[src/rtl/id_ex_stage_pkg.sv]
// Shared constants for the ID/EX stage: ALU operation codes and the hard-wired zero register.
package id_ex_stage_pkg;

  localparam logic [3:0] ALU_AND = 4'b0000;
  localparam logic [3:0] ALU_OR  = 4'b0001;
  localparam logic [3:0] ALU_ADD = 4'b0010;
  localparam logic [3:0] ALU_SUB = 4'b0110;
  localparam logic [3:0] ALU_SLT = 4'b0111;
  localparam logic [3:0] ALU_NOR = 4'b1100;

  localparam logic [4:0] REG_ZERO = 5'd0;

endpackage

[src/rtl/id_ex_stage_fwd_unit.sv]
// Combinational operand forwarding mux: picks EX/MEM, then MEM/WB, then the latched
// register-file value for one source register. Register $0 is never forwarded.
module fwd_unit
  import id_ex_stage_pkg::*;
#(
  parameter int DW = 32,
  parameter int RW = 5
) (
  input  logic [RW-1:0] i_reg,
  input  logic [DW-1:0] i_data,
  input  logic          i_exmem_reg_write,
  input  logic [RW-1:0] i_exmem_rd,
  input  logic [DW-1:0] i_exmem_result,
  input  logic          i_memwb_reg_write,
  input  logic [RW-1:0] i_memwb_rd,
  input  logic [DW-1:0] i_memwb_result,
  output logic [DW-1:0] o_data
);

  logic w_nonzero;
  logic w_hit_exmem;
  logic w_hit_memwb;

  assign w_nonzero   = (i_reg != RW'(REG_ZERO));
  assign w_hit_exmem = i_exmem_reg_write & (i_exmem_rd == i_reg) & w_nonzero;
  assign w_hit_memwb = i_memwb_reg_write & (i_memwb_rd == i_reg) & w_nonzero;

  // EX/MEM is the younger producer, so it takes precedence over MEM/WB.
  always_comb begin
    o_data = i_data;
    if (w_hit_exmem)      o_data = i_exmem_result;
    else if (w_hit_memwb) o_data = i_memwb_result;
  end

endmodule

[src/rtl/id_ex_stage.sv]
// ID/EX pipeline register with operand forwarding and load-use stall detection.
// Build option: define FWD_EN for forwarding muxes; without it, RAW hazards stall instead.
module id_ex_stage
  import id_ex_stage_pkg::*;
#(
  parameter int DW = 32,
  parameter int RW = 5
) (
  input  logic          clk,
  input  logic          reset,
  input  logic          id_valid,
  input  logic [DW-1:0] id_rs_data,
  input  logic [DW-1:0] id_rt_data,
  input  logic [DW-1:0] id_imm,
  input  logic [RW-1:0] id_rs,
  input  logic [RW-1:0] id_rt,
  input  logic [RW-1:0] id_rd,
  input  logic [3:0]    id_alu_ctrl,
  input  logic          id_alu_src,
  input  logic          id_reg_dst,
  input  logic          id_reg_write,
  input  logic          id_mem_read,
  input  logic          id_mem_write,
  input  logic          id_mem_to_reg,
  input  logic          flush,
  input  logic          exmem_reg_write,
  input  logic [RW-1:0] exmem_rd,
  input  logic [DW-1:0] exmem_result,
  input  logic          memwb_reg_write,
  input  logic [RW-1:0] memwb_rd,
  input  logic [DW-1:0] memwb_result,
  output logic          stall,
  output logic          ex_valid,
  output logic [DW-1:0] alu_in1,
  output logic [DW-1:0] alu_in2,
  output logic [3:0]    alu_control,
  output logic [DW-1:0] ex_store_data,
  output logic [RW-1:0] ex_dest,
  output logic          ex_reg_write,
  output logic          ex_mem_read,
  output logic          ex_mem_write,
  output logic          ex_mem_to_reg
);

  logic          r_valid;
  logic [DW-1:0] r_rs_data;
  logic [DW-1:0] r_rt_data;
  logic [DW-1:0] r_imm;
  logic [RW-1:0] r_rs;
  logic [RW-1:0] r_rt;
  logic [RW-1:0] r_dest;
  logic [3:0]    r_alu_ctrl;
  logic          r_alu_src;
  logic          r_reg_write;
  logic          r_mem_read;
  logic          r_mem_write;
  logic          r_mem_to_reg;

  logic [DW-1:0] w_fwd_a;
  logic [DW-1:0] w_fwd_b;
  logic          w_load_use;
  logic          w_raw_stall;

  // Stall semantics: while stall is high, ID must hold its instruction and this stage
  // loads a bubble; the held instruction is accepted on the first edge with stall low.
  assign w_load_use = r_valid & r_mem_read & (r_dest != RW'(REG_ZERO)) & id_valid &
                      ((r_dest == id_rs) | (r_dest == id_rt));
  assign stall = ~reset & (w_load_use | w_raw_stall);

  // Reset, flush and stall all load the same all-zero bubble.
  always_ff @(posedge clk) begin
    if (reset || flush || stall) begin
      r_valid      <= 1'b0;
      r_rs_data    <= '0;
      r_rt_data    <= '0;
      r_imm        <= '0;
      r_rs         <= '0;
      r_rt         <= '0;
      r_dest       <= '0;
      r_alu_ctrl   <= '0;
      r_alu_src    <= 1'b0;
      r_reg_write  <= 1'b0;
      r_mem_read   <= 1'b0;
      r_mem_write  <= 1'b0;
      r_mem_to_reg <= 1'b0;
    end else begin
      r_valid      <= id_valid;
      r_rs_data    <= id_rs_data;
      r_rt_data    <= id_rt_data;
      r_imm        <= id_imm;
      r_rs         <= id_rs;
      r_rt         <= id_rt;
      r_dest       <= id_reg_dst ? id_rd : id_rt;
      r_alu_ctrl   <= id_alu_ctrl;
      r_alu_src    <= id_alu_src;
      r_reg_write  <= id_reg_write  & id_valid;
      r_mem_read   <= id_mem_read   & id_valid;
      r_mem_write  <= id_mem_write  & id_valid;
      r_mem_to_reg <= id_mem_to_reg & id_valid;
    end
  end

`ifdef FWD_EN
  fwd_unit #(.DW(DW), .RW(RW)) u_fwd_a (
    .i_reg             (r_rs),
    .i_data            (r_rs_data),
    .i_exmem_reg_write (exmem_reg_write),
    .i_exmem_rd        (exmem_rd),
    .i_exmem_result    (exmem_result),
    .i_memwb_reg_write (memwb_reg_write),
    .i_memwb_rd        (memwb_rd),
    .i_memwb_result    (memwb_result),
    .o_data            (w_fwd_a)
  );

  fwd_unit #(.DW(DW), .RW(RW)) u_fwd_b (
    .i_reg             (r_rt),
    .i_data            (r_rt_data),
    .i_exmem_reg_write (exmem_reg_write),
    .i_exmem_rd        (exmem_rd),
    .i_exmem_result    (exmem_result),
    .i_memwb_reg_write (memwb_reg_write),
    .i_memwb_rd        (memwb_rd),
    .i_memwb_result    (memwb_result),
    .o_data            (w_fwd_b)
  );

  assign w_raw_stall = 1'b0;
`else
  logic w_rs_hit;
  logic w_rt_hit;
  logic w_unused;

  // Without forwarding, any pending producer in EX or EX/MEM must drain before ID proceeds.
  assign w_rs_hit = (id_rs != RW'(REG_ZERO)) &
                    ((r_valid & r_reg_write & (r_dest == id_rs)) |
                     (exmem_reg_write & (exmem_rd == id_rs)));
  assign w_rt_hit = (id_rt != RW'(REG_ZERO)) &
                    ((r_valid & r_reg_write & (r_dest == id_rt)) |
                     (exmem_reg_write & (exmem_rd == id_rt)));
  assign w_raw_stall = id_valid & (w_rs_hit | w_rt_hit);

  assign w_fwd_a  = r_rs_data;
  assign w_fwd_b  = r_rt_data;
  assign w_unused = ^{exmem_result, memwb_reg_write, memwb_rd, memwb_result, r_rs, r_rt};
`endif

  assign ex_valid      = r_valid;
  assign alu_in1       = w_fwd_a;
  assign alu_in2       = r_alu_src ? r_imm : w_fwd_b;
  assign alu_control   = r_alu_ctrl;
  assign ex_store_data = w_fwd_b;
  assign ex_dest       = r_dest;
  assign ex_reg_write  = r_reg_write;
  assign ex_mem_read   = r_mem_read;
  assign ex_mem_write  = r_mem_write;
  assign ex_mem_to_reg = r_mem_to_reg;

endmodule

[config.mk]
export PLATFORM = sky130hd
export DESIGN_NAME = id_ex_stage
export DESIGN_NICKNAME = d
export VERILOG_FILES = /design/src/rtl/id_ex_stage_pkg.sv /design/src/rtl/id_ex_stage_fwd_unit.sv /design/src/rtl/id_ex_stage.sv
export SDC_FILE = /design/constraint.sdc
export NUM_CORES = 1
export LEC_CHECK = 0
export CAP_MARGIN = 30
export CORE_AREA = 2 2 120 122
export CTS_BUF_LIST = sky130_fd_sc_hd__clkbuf_4
export DETAILED_ROUTE_END_ITERATION = 10
export DIE_AREA = 0 0 122 124
export DONT_BUFFER_PORTS = 1
export GPL_TIMING_DRIVEN = 0
export PLACE_DENSITY_LB_ADDON = 0.08
export SYNTH_ARGS = -nofsm -noshare
export SYNTH_HDL_FRONTEND = slang
export SYNTH_HIERARCHICAL = 1
export SYNTH_SLANG_ARGS = --single-unit
[constraint.sdc]
create_clock -name clk -period 1.84 [get_ports clk]
set_input_delay 0.276 -clock clk [delete_from_list [all_inputs] [get_ports clk]]
set_output_delay 0.276 -clock clk [all_outputs]
set_load 0.01 [all_outputs]
==> results of run 1 <==
per-layer routing:
metal,share of wire,vias to the layer above,global-route usage
li1,-,1795,-
met1,0.40,1721,0.219
met2,0.50,156,0.337
met3,0.082,16,0.0595
met4,0.018,0,0.0682
met5,0,-,0
path summary, 6_finish.rpt:
| check | end | depth (start not counted) |
|---|---|---|
| min reg2reg | ex_valid | 5 |
| max | stall | 5 |
| max reg2reg | ex_store_data[24] | 11 |
| min | ex_dest[1] | 2 |
power breakdown:
group | internal [uW] | total (uW) | leakage [uW] | switching [uW]
registers | 2510 | 2600 | 0.000914 | 94.0
clock network | 307 | 1180 | 0.0000705 | 878
logic | 338 | 602 | 0.00158 | 264
through the flow:
stage | cell area [um^2] | TNS, ns | std cells | hold WS [ns]
floorplan | 4400 | 0 | 448 | 0.394
finish | 7090 | -38.53 | 775 | 0.0611
global route | 7090 | -45.85 | 775 | 0.0301
global placement | 4630 | -60.59 | 628 | 0.396
CTS | 6930 | -32.27 | 775 | 0.0113
detailed placement | 4630 | -62.85 | 628 | 0.398
cells in the mapped netlist, drive strengths merged (2+ instances only):
cell type / number / area [um^2]
xor2: 13 / 114
xnor2: 7 / 61.3
a211oi: 2 / 20.0
a21oi: 2 / 10.0
nand3: 3 / 15.0
nor2: 5 / 18.8
inv: 2 / 7.51
nor4b: 5 / 75.1
nor4: 2 / 12.5
mux2i: 5 / 50.1
nor3b: 4 / 30.0
buf: 14 / 106
mux2: 32 / 360
nor3: 103 / 716
clkbuf: 24 / 90.1
dfxtp: 111 / 2220
nand2: 103 / 387
worst max-delay path: stages (launching register included):
cell and delay, ns:
dfxtp_4 0.41, or3_4 0.39, o311a_4 0.40, nand3_2 0.12, a21oi_4 0.07, o21ba_4 0.22
kinds of logic (layout without fill, tap and decap cells):
kind of cell / count (synthesis) / in the layout
muxes: 37 / 37
and+or+nand+nor: 231 / 231
xor gates and xnor gates: 20 / 20
DFF: 111 / 111
AOI/OAI and AO/OA: 9 / 9
buffers and inverters: 40 / 187
repair_timing:
| item | 4_1_cts | 5_1_grt |
|---|---|---|
| pin swaps | 98 | 1 |
| gates cloned | 12 | 0 |
| gates resized for setup | 157 | 31 |
| endpoints found under the setup margin | 137 | 132 |
| endpoints found under the hold margin | 105 | 0 |
| setup buffers | 16 | 1 |
| hold buffers | 105 | 0 |
cell type report:
type,instances,area (um^2),share of cell area
multi-input cells,297,2580,0.364
well taps,180,225,0.0318
repair buffers,132,1490,0.210
clock buffers,9,67.6,0.00953
clock inverters,7,63.8,0.00900
inverters,2,7.51,0.00106
flip-flops and latches,111,2240,0.315
plain buffers,37,418,0.0590
==> results.toml, run 1 <==
[die]
die_w_um = 122
die-area_mm2 = 0.0151
row_count = 43
pin_count = 312
dieHeight_um = 124
start_util = 0.320
core_mm2 = 0.0137

[pwr]
powerDensity_mw_per_mm2 = 619
power_uw = 4390
leakagePower_uw = 0.00257
vdd_ir_drop_max_uv = 424

[final_layout]
fin_util = 0.517
n_antenna_cell = 0
nNetsFinal = 791
layout_common_cells = "106 x dfxtp_1, 105 x dlygate4sd3_1, 103 x nand2_1"
drive_gt1_frac = 0.375
areaGrowthSynthToFinish_pct = 61.3
nFillCells = 1232
final_common_cell = "dfxtp_1"

[global_route]
grt_max_degree = 21
grt_pass1_vias = 4035
antenna_found_initial = 0
grt_usage = 0.192
grt_pass1_wl_mm = 21.9
grt.overflow.total = 0

[sta]
finalSetupViolCount = 107
worst_slack_ns = -0.505
hold_viol_final = 0
fin_crit_ns = 2.34
finalCritPeriodShare = 1.27
fmax_mhz = 426
fin_skew_ns = 0.0135
slew-limit-headroom = 0.438
rsz0062_at_grt = "true"
tightestPinTransition_ns = 0.840
slew_violations = 0

[synthesis]
synth_top_family_by_area = "simple AND/OR/NAND/NOR gates"
synth_cell_types = 33
seq_area_frac_synth = 0.506
syn_inst = 448
syn_avg_cell_area_um2 = 9.81
synthSimpleGateAreaFrac = 0.295
synth_xor_area_frac = 0.0399
ys_async_sr_fraction = 0
synth-seq-cells = 111
netlist_area_mm2 = 0.00440
synth_mux_area_frac = 0.0934
syn_nets = 649
synth_fa_ha_area_frac = 0
ys.flop_type = "dfxtp_1"
synth_edf_count = 0
yosysWarnings = 6
synth_compound_area_frac = 0.0202

[clock_network]
clockBufferDepth = 2
clkTransAtPathRegs_ns = 0.17
clock_sinks = 111
root_buffer = "clkbuf_4"
cts_tree = "yes"
cts_inserted_buffers = 9
insertion_delay_ns = 0.47
htreeDepth = 3

[placement]
port_buffers = 0
dpl.hpwl_mm = 9.45
place_congestion = 0.821
place_ws_ns = -0.685

[detailed_routing]
drc = 0
finalWirelength_mm = 14.7
viasPerCell = 4.76
drt_iter0_drc = 75
wire_per_inst_um = 18.9
dr.pass1.iters = 4
vias = 3688
ant_nets = 0

[critical_path]
crit_start = "ex_dest[0]"
critPathMaxFanout = 4
worstSetupStartpointType = "flip-flop"
setup.worst_path.class = "reg -> out"
r2r_setup_slack_ns = -0.48
crit_required_ns = 1.56
timing.rr.start = "ex_dest[0]"
setup.worst_path.end_class = "primary output"
cp_data_arrival_time_ns = 2.07

[job]
drv_cap = 0

[outcome]
status = "finished with violations"
failed_checks = "setup timing"

[hold_path]
hold_class = "in -> reg"
min_from = "id_rt[1]"
Power figures use the tool's default switching activity.
==> run 2: changes to the inputs <==
CORE_AREA = 5 5 119 121   (was 2 2 120 122)
DIE_AREA = 0 0 124 126   (was 0 0 122 124)
==> run 2 against run 1 <==
Compared with the run above: the run still ends with setup timing left; global-route usage is 1.1 points lower; clock power rose by 25%; first-iteration DRC count is 63% higher; utilization increased by 2.2 points; sequential share of layout area is 0.52 points higher; sequential power about the same; hold slack got worse by 0.0077 ns; maximum frequency rose by 0.53%; largest cell class unchanged; highest routed layer unchanged.
==> results.toml, run 2 (synthesized netlist as in run 1, its figures left out) <==
[global_route]
use_met3 = 0.0682
grtUsageMet2 = 0.307
grt_pass1_vias = 3935
grt.overflow.total = 0
antenna_found_initial = 0
grt_usage = 0.181
use_met1 = 0.206
grt_pass1_wl_mm = 21.5
grt_max_degree = 21
busiest_layer = "met2"

[detailed_routing]
wire_per_inst_um = 19.6
finalWirelength_mm = 15.1
drt_iter0_drc = 122
viasPerCell = 4.84
ant_nets = 0
dr.pass1.iters = 5
vias = 3720
drc = 0

[sta]
slew_violations = 0
finalCritPeriodShare = 1.27
tightestPinTransition_ns = 0.731
rsz0062_at_grt = "true"
worst_slack_ns = -0.492
fmax_mhz = 429
fin_crit_ns = 2.33
finalSetupViolCount = 107
fin_skew_ns = 0.0137
hold_viol_final = 0
slew-limit-headroom = 0.511

[die]
start_util = 0.339
pin_count = 312
die_w_um = 124
dieHeight_um = 126
row_count = 42
core_mm2 = 0.0130
die-area_mm2 = 0.0156

[outcome]
status = "finished with violations"
failed_checks = "setup timing"

[clock_network]
cts_inserted_buffers = 9
root_buffer = "clkbuf_4"
clock_sinks = 111
insertion_delay_ns = 0.48
cts_tree = "yes"
clkTransAtPathRegs_ns = 0.17
htreeDepth = 3
clockBufferDepth = 2

[pwr]
powerDensity_mw_per_mm2 = 669
power_uw = 4680
vdd_ir_drop_max_uv = 351
leakagePower_uw = 0.00273

[critical_path]
critPathMaxFanout = 4
cp_data_arrival_time_ns = 2.06
setup.worst_path.class = "reg -> out"
worstSetupStartpointType = "flip-flop"
setup.worst_path.end_class = "primary output"
crit_required_ns = 1.56

[final_layout]
instances_no_fill = 768
final_common_cell = "dlygate4sd3_1"
areaGrowthSynthToFinish_pct = 59.1
layout_common_cells = "108 x dlygate4sd3_1, 105 x dfxtp_1, 103 x nand2_1"
n_antenna_cell = 0
nNetsFinal = 788
fin_util = 0.539
nFillCells = 1170
drive_gt1_frac = 0.360
finalInstanceArea_mm2 = 0.00699

[job]
drv_cap = 0

[placement]
dp_cells = 624
dpl_cell_area_mm2 = 0.00462
place_congestion = 0.805
port_buffers = 0
dpl.hpwl_mm = 9.81

[hold_path]
hold_class = "in -> reg"
## run 2: cell count changes in the layout (fill, tap and decap cells not counted), sizes merged
cell / change
buf: +4
bufbuf: +1
bufinv: +2
clkbuf: -11
clkinv: -1
dlygate4sd3: +3
inv: -1
## run 2: worst max-delay path: stages (launching register included)
cell     delay, ns
dfxtp_4       0.41
or3_4         0.39
o311a_4       0.38
a21oi_4       0.16
a21oi_4       0.05
o21ba_4       0.21
## run 2: worst paths after layout
check,end,start,depth (start not counted),slack (ns)
hold reg to reg,ex_valid,ex_dest[0],5,0.97
setup reg to reg,r_imm[10],ex_dest[0],11,-0.49
hold / removal,ex_dest[4],id_rt[4],2,0.05
setup / recovery,stall,ex_dest[0],5,-0.49
## run 2: power by group
part	switching [uW]	internal, uW	leakage, uW
logic	268	331	0.00172
registers	97.3	2500	0.000915
clock network	896	581	0.0000918
total	1260	3420	0.00273
## run 2: cell type report
cell class              count  area [um^2]  area share
plain buffers              37          387      0.0553
clock buffers               9         67.6     0.00966
clock inverters             7          113      0.0161
inverters                   2         7.51     0.00107
multi-input cells         297         2530       0.362
flip-flops and latches    111         2240       0.321
well taps                 176          220      0.0315
repair buffers            129         1430       0.204
## run 2: per-stage QoR
step	setup WS (ns)	hold WS [ns]	setup TNS, ns
after floorplan	0.0247	0.394	0
after global placement	-0.666	0.398	-61.32
after detailed placement	-0.646	0.398	-60.00
after CTS	-0.577	0.00819	-34.00
after global routing	-0.584	0.00300	-44.06
final	-0.492	0.0534	-37.04
## run 2: repair_timing
item,CTS,global route
setup endpoints to repair,137,121
cloned,7,0
gates resized for setup,72,120
hold endpoints to repair,107,0
hold buffers,108,0
setup buffers,11,6
pin swaps,40,7
## run 2: per-layer routing
layer  wire length [um]  part of all wire  vias to the layer above
met5                  0                 0                        -
met4                190             0.013                        0
met3               1490             0.099                       13
met2               7580              0.50                      168
met1               5790              0.38                     1750
li1                   -                 -                     1789
